$ cat config.mk
export PLATFORM = sky130hd
export DESIGN_NAME = path_replayer
export DESIGN_NICKNAME = d
export VERILOG_FILES = /design/src/rtl/path_replayer.sv
export SDC_FILE = /design/constraint.sdc
export NUM_CORES = 2
export LEC_CHECK = 0
export ABC_AREA = 0
export ABC_CLOCK_PERIOD_IN_PS = 7700
export BUFFER_PORTS_ARGS = -buffer_cell sky130_fd_sc_hd__clkbuf_2
export CORE_MARGIN = 2
export CORE_UTILIZATION = 59
export CTS_CLUSTER_DIAMETER = 60
export CTS_CLUSTER_SIZE = 10
export DETAILED_ROUTE_END_ITERATION = 7
export PLACE_DENSITY = 0.76
export SLEW_MARGIN = 10
export SYNTH_ARGS = -nofsm -noshare
export SYNTH_HDL_FRONTEND = slang
export SYNTH_SLANG_ARGS = --single-unit
$ cat constraint.sdc
create_clock -name clk -period 7.7 [get_ports clk]
set_input_delay 1.54 -clock clk [delete_from_list [all_inputs] [get_ports clk]]
set_output_delay 1.54 -clock clk [all_outputs]
set_load 0.1 [all_outputs]
$ cat src/rtl/path_replayer.sv
`default_nettype none
// ============================================================================
// Module   : path_replayer
// Purpose  : Maze-solver path stack with an in-order, non-destructive replay
//            reader that streams stored locations over valid/ready.
// Revision : 1.0 - initial release
// ============================================================================
module path_replayer #(
    parameter int LOC_W = 8,
    parameter int DEPTH = 256,
    parameter int AW    = 8
) (
    input  logic             clk,
    input  logic             rst,
    input  logic             push,
    input  logic             pop,
    input  logic [LOC_W-1:0] pushLoc,
    output logic [LOC_W-1:0] topLoc,
    output logic             empStck,
    output logic             fullStck,
    output logic             ovf,
    input  logic             clr,
    input  logic             run,
    output logic [LOC_W-1:0] outLoc,
    output logic             outValid,
    input  logic             outReady,
    output logic             replayDone,
    output logic             busy
);

    localparam logic [1:0] C_IDLE = 2'd0;
    localparam logic [1:0] C_SEND = 2'd1;
    localparam logic [1:0] C_FIN  = 2'd2;
    localparam logic [AW:0] C_DEPTH = (AW+1)'(DEPTH);
    localparam logic [AW:0] C_ONE   = (AW+1)'(1);

    logic [LOC_W-1:0] mem_q [DEPTH];

    logic [1:0]       state_q, state_d;
    logic [AW:0]      sp_q, sp_d;
    logic [AW:0]      idx_q, idx_d;
    logic             ovf_q, ovf_d;
    logic [LOC_W-1:0] out_loc_q, out_loc_d;
    logic             out_valid_q, out_valid_d;

    logic             w_empty;
    logic             w_full;
    logic [AW-1:0]    w_top_addr;
    logic [AW:0]      w_idx_nxt;
    logic [AW-1:0]    w_idx_nxt_addr;
    logic             w_mem_we;
    logic [AW-1:0]    w_mem_waddr;

    assign w_empty        = (sp_q == '0);
    assign w_full         = (sp_q == C_DEPTH);
    assign w_top_addr     = AW'(sp_q - C_ONE);
    assign w_idx_nxt      = idx_q + C_ONE;
    assign w_idx_nxt_addr = AW'(w_idx_nxt);

    always_comb begin
        state_d     = state_q;
        sp_d        = sp_q;
        idx_d       = idx_q;
        ovf_d       = ovf_q;
        out_loc_d   = out_loc_q;
        out_valid_d = out_valid_q;
        w_mem_we    = 1'b0;
        w_mem_waddr = AW'(sp_q);

        case (state_q)
            C_IDLE: begin
                if (clr) begin
                    sp_d  = '0;
                    ovf_d = 1'b0;
                end else if (push && pop && !w_empty) begin
                    // Simultaneous push/pop replaces the top entry in place.
                    w_mem_we    = 1'b1;
                    w_mem_waddr = w_top_addr;
                end else if (push) begin
                    if (w_full) begin
                        ovf_d = 1'b1;
                    end else begin
                        w_mem_we = 1'b1;
                        sp_d     = sp_q + C_ONE;
                    end
                end else if (pop) begin
                    if (w_empty) begin
                        ovf_d = 1'b1;
                    end else begin
                        sp_d = sp_q - C_ONE;
                    end
                end

                if (run && !clr) begin
                    idx_d = '0;
                    if (w_empty) begin
                        state_d = C_FIN;
                    end else begin
                        state_d     = C_SEND;
                        out_loc_d   = mem_q[0];
                        out_valid_d = 1'b1;
                    end
                end
            end
            C_SEND: begin
                if (out_valid_q && outReady) begin
                    if (w_idx_nxt < sp_q) begin
                        idx_d     = w_idx_nxt;
                        out_loc_d = mem_q[w_idx_nxt_addr];
                    end else begin
                        out_valid_d = 1'b0;
                        state_d     = C_FIN;
                    end
                end
            end
            C_FIN: begin
                state_d = C_IDLE;
            end
            default: begin
                state_d     = C_IDLE;
                out_valid_d = 1'b0;
            end
        endcase
    end

    always_ff @(posedge clk or negedge rst) begin
        if (!rst) begin
            state_q     <= C_IDLE;
            sp_q        <= '0;
            idx_q       <= '0;
            ovf_q       <= 1'b0;
            out_loc_q   <= '0;
            out_valid_q <= 1'b0;
        end else begin
            state_q     <= state_d;
            sp_q        <= sp_d;
            idx_q       <= idx_d;
            ovf_q       <= ovf_d;
            out_loc_q   <= out_loc_d;
            out_valid_q <= out_valid_d;
        end
    end

    // Storage carries no reset; contents are meaningless until pushed.
    always_ff @(posedge clk) begin
        if (w_mem_we) begin
            mem_q[w_mem_waddr] <= pushLoc;
        end
    end

    assign topLoc     = w_empty ? '0 : mem_q[w_top_addr];
    assign empStck    = w_empty;
    assign fullStck   = w_full;
    assign ovf        = ovf_q;
    assign outLoc     = out_loc_q;
    assign outValid   = out_valid_q;
    assign replayDone = (state_q == C_FIN);
    assign busy       = (state_q != C_IDLE);

endmodule
`default_nettype wire

==> impl_metrics.py <==
metrics = {
    "clock_tree": {
        "cts_made_buffers": 229,
        "post_cts_buffers": 0,
        "cts_tree": "built",
        "clock-root-buffer": "clkbuf_16",
        "max-clock-path-buffers": 3,
        "cts_resized": 0,
        "holdBufCountCts": 0,
        "insertion_delay_ns": 0.89,
        "cts.sinks": 2078,
        "htree_num_levels": 4,
        "clk_pin_slew_ns": 0.06,
    },
    "synth": {
        "netlist.area_leader.share_pct": 62.7,
        "async_flop_share_pct": 1.44,
        "ys_ff_latch": 2078,
        "syn_area_sq_mm": 0.0981,
        "ys.flop_type": "edfxtp_1",
        "ys_warn_count": 0,
        "synth_edf_count": 2048,
        "yosysUniqueCellTypes": 73,
        "synth_area_leaders": "edfxtp_1 (63%), mux4_2 (27%), mux2i_1 (2.3%)",
        "yosysSeqAreaShare_pct": 63.5,
        "syn_area_per_cell_sq_um": 20.1,
        "yosysTopAreaCell": "edfxtp_1",
        "synth.net_count": 4900,
        "netlist_instances": 4874,
    },
    "global_route": {
        "gr-total-overflow": 0,
        "grt_pass1_wl_um": 414000,
        "track_usage_pct": 34.8,
        "grt_pass1_vias": 55100,
        "antenna_found_initial": 13,
        "grt_max_degree": 161,
    },
    "worst_setup_path": {
        "worstPathRequired_ns": 6.16,
        "worstPathMaxFanout": 72,
        "cp.arrival_ns": 6.20,
        "crit_path_start": "sp_q[0]$_DFFE_PN0P_",
        "crit_type": "reg -> out",
        "r2r_start": "sp_q[0]$_DFFE_PN0P_",
        "critPathLaunchType": "flop",
        "end_kind": "output port",
    },
    "pwr": {
        "ir_drop_uv": 577,
        "p_leak_nw": 32.7,
        "p_per_area_mw_per_mm2": 413,
    },
    "drt": {
        "vias_per_cell": 7.78,
        "drcViolationCount": 0,
        "wl_per_cell_um": 40.3,
        "drt_iter0_markers": 9471,
        "vias": 56100,
        "drt-total-wl_um": 291000,
        "firstDrtPassIters": 6,
        "ant_nets": 0,
    },
    "finish": {
        "regArea_sq_mm": 0.0623,
        "final_util_pct": 65.2,
        "drive_gt1_share_pct": 33.6,
        "fillers": 10500,
        "nets": 4966,
        "multi_input_comb_area_sq_mm": 0.0342,
        "fin_area_sq_mm": 0.108,
        "syn2layout_area_growth_pct": 9.70,
    },
    "sta": {
        "finalMaxSlewViolations": 0,
        "finalCritPeriodShare_pct": 101,
        "setup_ws_ns": -0.0423,
        "rsz0062_at_grt": "no",
        "setup_viol": 1,
        "min_period_ns": 7.74,
        "finalHoldViolations": 0,
        "max_freq_ghz": 0.129,
        "fin_worst_skew_ns": 0.0497,
        "relSlewSlack_pct": 14.0,
        "whs_ns": 0.517,
        "worst_pin_slew_ns": 1.28,
    },
    "die": {
        "initial_core_util_pct": 59.5,
        "core_area_sq_mm": 0.165,
        "ios": 37,
        "die_h_um": 412,
        "die_area_sq_mm": 0.170,
        "rows": 149,
        "die_width_um": 412,
    },
    "status": {
        "status": "finished with violations",
        "violations": "negative setup slack",
    },
    "placed_design": {
        "dp_hpwl_um": 184000,
        "port_buffers": 36,
        "place_congestion": 1.00,
        "preCtsSetupSlack_ns": 1.17,
        "post_dp_cell_area_sq_mm": 0.101,
    },
    "min_path": {
        "min_path_type": "reg -> reg",
        "hp-start": "idx_q[8]$_DFFE_PN0P_",
    },
    "flow_run": {
        "max_cap_violations": 0,
    },
}
[area by class of cell]
type | instances | share of cell area, %
clock buffers | 290 | 5.58
clock inverters | 20 | 0.269
flip-flops and latches | 2078 | 57.8
diodes | 9 | 0.0209
well taps | 2189 | 2.54
inverters | 50 | 0.181
multi-input cells | 2366 | 31.8
repair buffers | 215 | 1.81
[layout by cell type, fill, tap and decap left out, drive strengths merged, types with 4 or more instances in the layout]
master   count
mux2i      230
a2111oi     14
clkinv      12
a221o        7
xnor2       17
o31ai        7
ha          11
nor4         4
inv         56
or2          7
nand3       53
dfrtp       30
a32oi        4
a22o        13
diode        9
nand2b      11
a31oi        8
edfxtp    2048
a21oi       21
and4         4
o22ai        6
mux4      1174
a211oi      11
a41o         7
o211a        7
buf        179
nor2       298
a21boi      30
a221oi      15
or4          4
nor3        22
or3          6
a22oi       85
nand4       13
o21ai       52
nand2      183
nor2b        4
clkbuf     326
[sequential cells by signal, summed over array words and instances (netlist names)]
signal	count
outLoc	8
sp_q	9
ovf	1
idx_q	9
state_q	2
outValid	1
mem_q	2048
[path summary, 6_finish.rpt]
| kind | end | slack, ns | cells after the start |
|---|---|---|---|
| min reg2reg | idx_q[8]$_DFFE_PN0P_ | 0.52 | 2 |
| min in group asynchronous | outValid$_DFFE_PN0P_ | 0.74 | 2 |
| max reg2reg | mem_q[99][2]$_DFFE_PP_ | 1.77 | 10 |
| min | idx_q[8]$_DFFE_PN0P_ | 0.52 | 2 |
| max in group asynchronous | idx_q[0]$_DFFE_PN0P_ | 6.48 | 2 |
| max | topLoc[7] | -0.04 | 10 |
[report_power, final]
group / switching (W) / internal (W)
sequential: 0.000161 / 0.0125
combinational: 0.0134 / 0.00870
clock: 0.00427 / 0.00541
[synthesized netlist by cell type (all sizes together), types with 30 or more instances]
master / instances
edfxtp: 2048
mux4: 1174
nor2: 298
mux2i: 230
clkbuf: 208
nand2: 183
buf: 172
a22oi: 85
nand3: 53
o21ai: 52
inv: 49
a21boi: 30
dfrtp: 30
[per-layer routing]
| metal | share of wire [%] | global-route usage (%) | vias to the layer above |
|---|---|---|---|
| li1 | - | - | 21100 |
| met1 | 34 | 47.8 | 29400 |
| met2 | 46 | 52.2 | 4846 |
| met3 | 14 | 10.8 | 745 |
| met4 | 5.2 | 15.2 | 16 |
| met5 | 0.038 | 0 | - |
[stage by stage]
step	std cells	TNS, ns	total power (W)
after floorplan	4874	0	0.0271
after global placement	6898	0	0.0345
after detailed placement	6898	0	0.0345
after CTS	7208	0	0.0441
after global routing	7208	0	0.0454
final	7217	-0.0423	0.0445
[logic make-up (layout without fill, tap and decap cells)]
family          after synthesis  count (layout)  synth area share (%)
xor+xnor                     18              18                 0.180
fa+ha+maj                    11              11                 0.140
mux                        1405            1405                  29.3
other cells                   0               9                     0
buf+inv                     430             575                  1.89
flops                      2078            2078                  63.5
simple gates                624             624                  2.71
compound gates              308             308                  2.32
[worst max-delay path, cell delays in order, from the launching register on]
cell      delay, ns
dfrtp_4        0.78
inv_1          0.27
ha_4           0.73
buf_12         0.46
mux4_2         0.41
mux4_2         0.57
mux2i_1        0.38
nand2_1        0.16
nand3_1        0.29
nand4_1        0.59
clkbuf_2       0.57
Power figures use the tool's default switching activity.
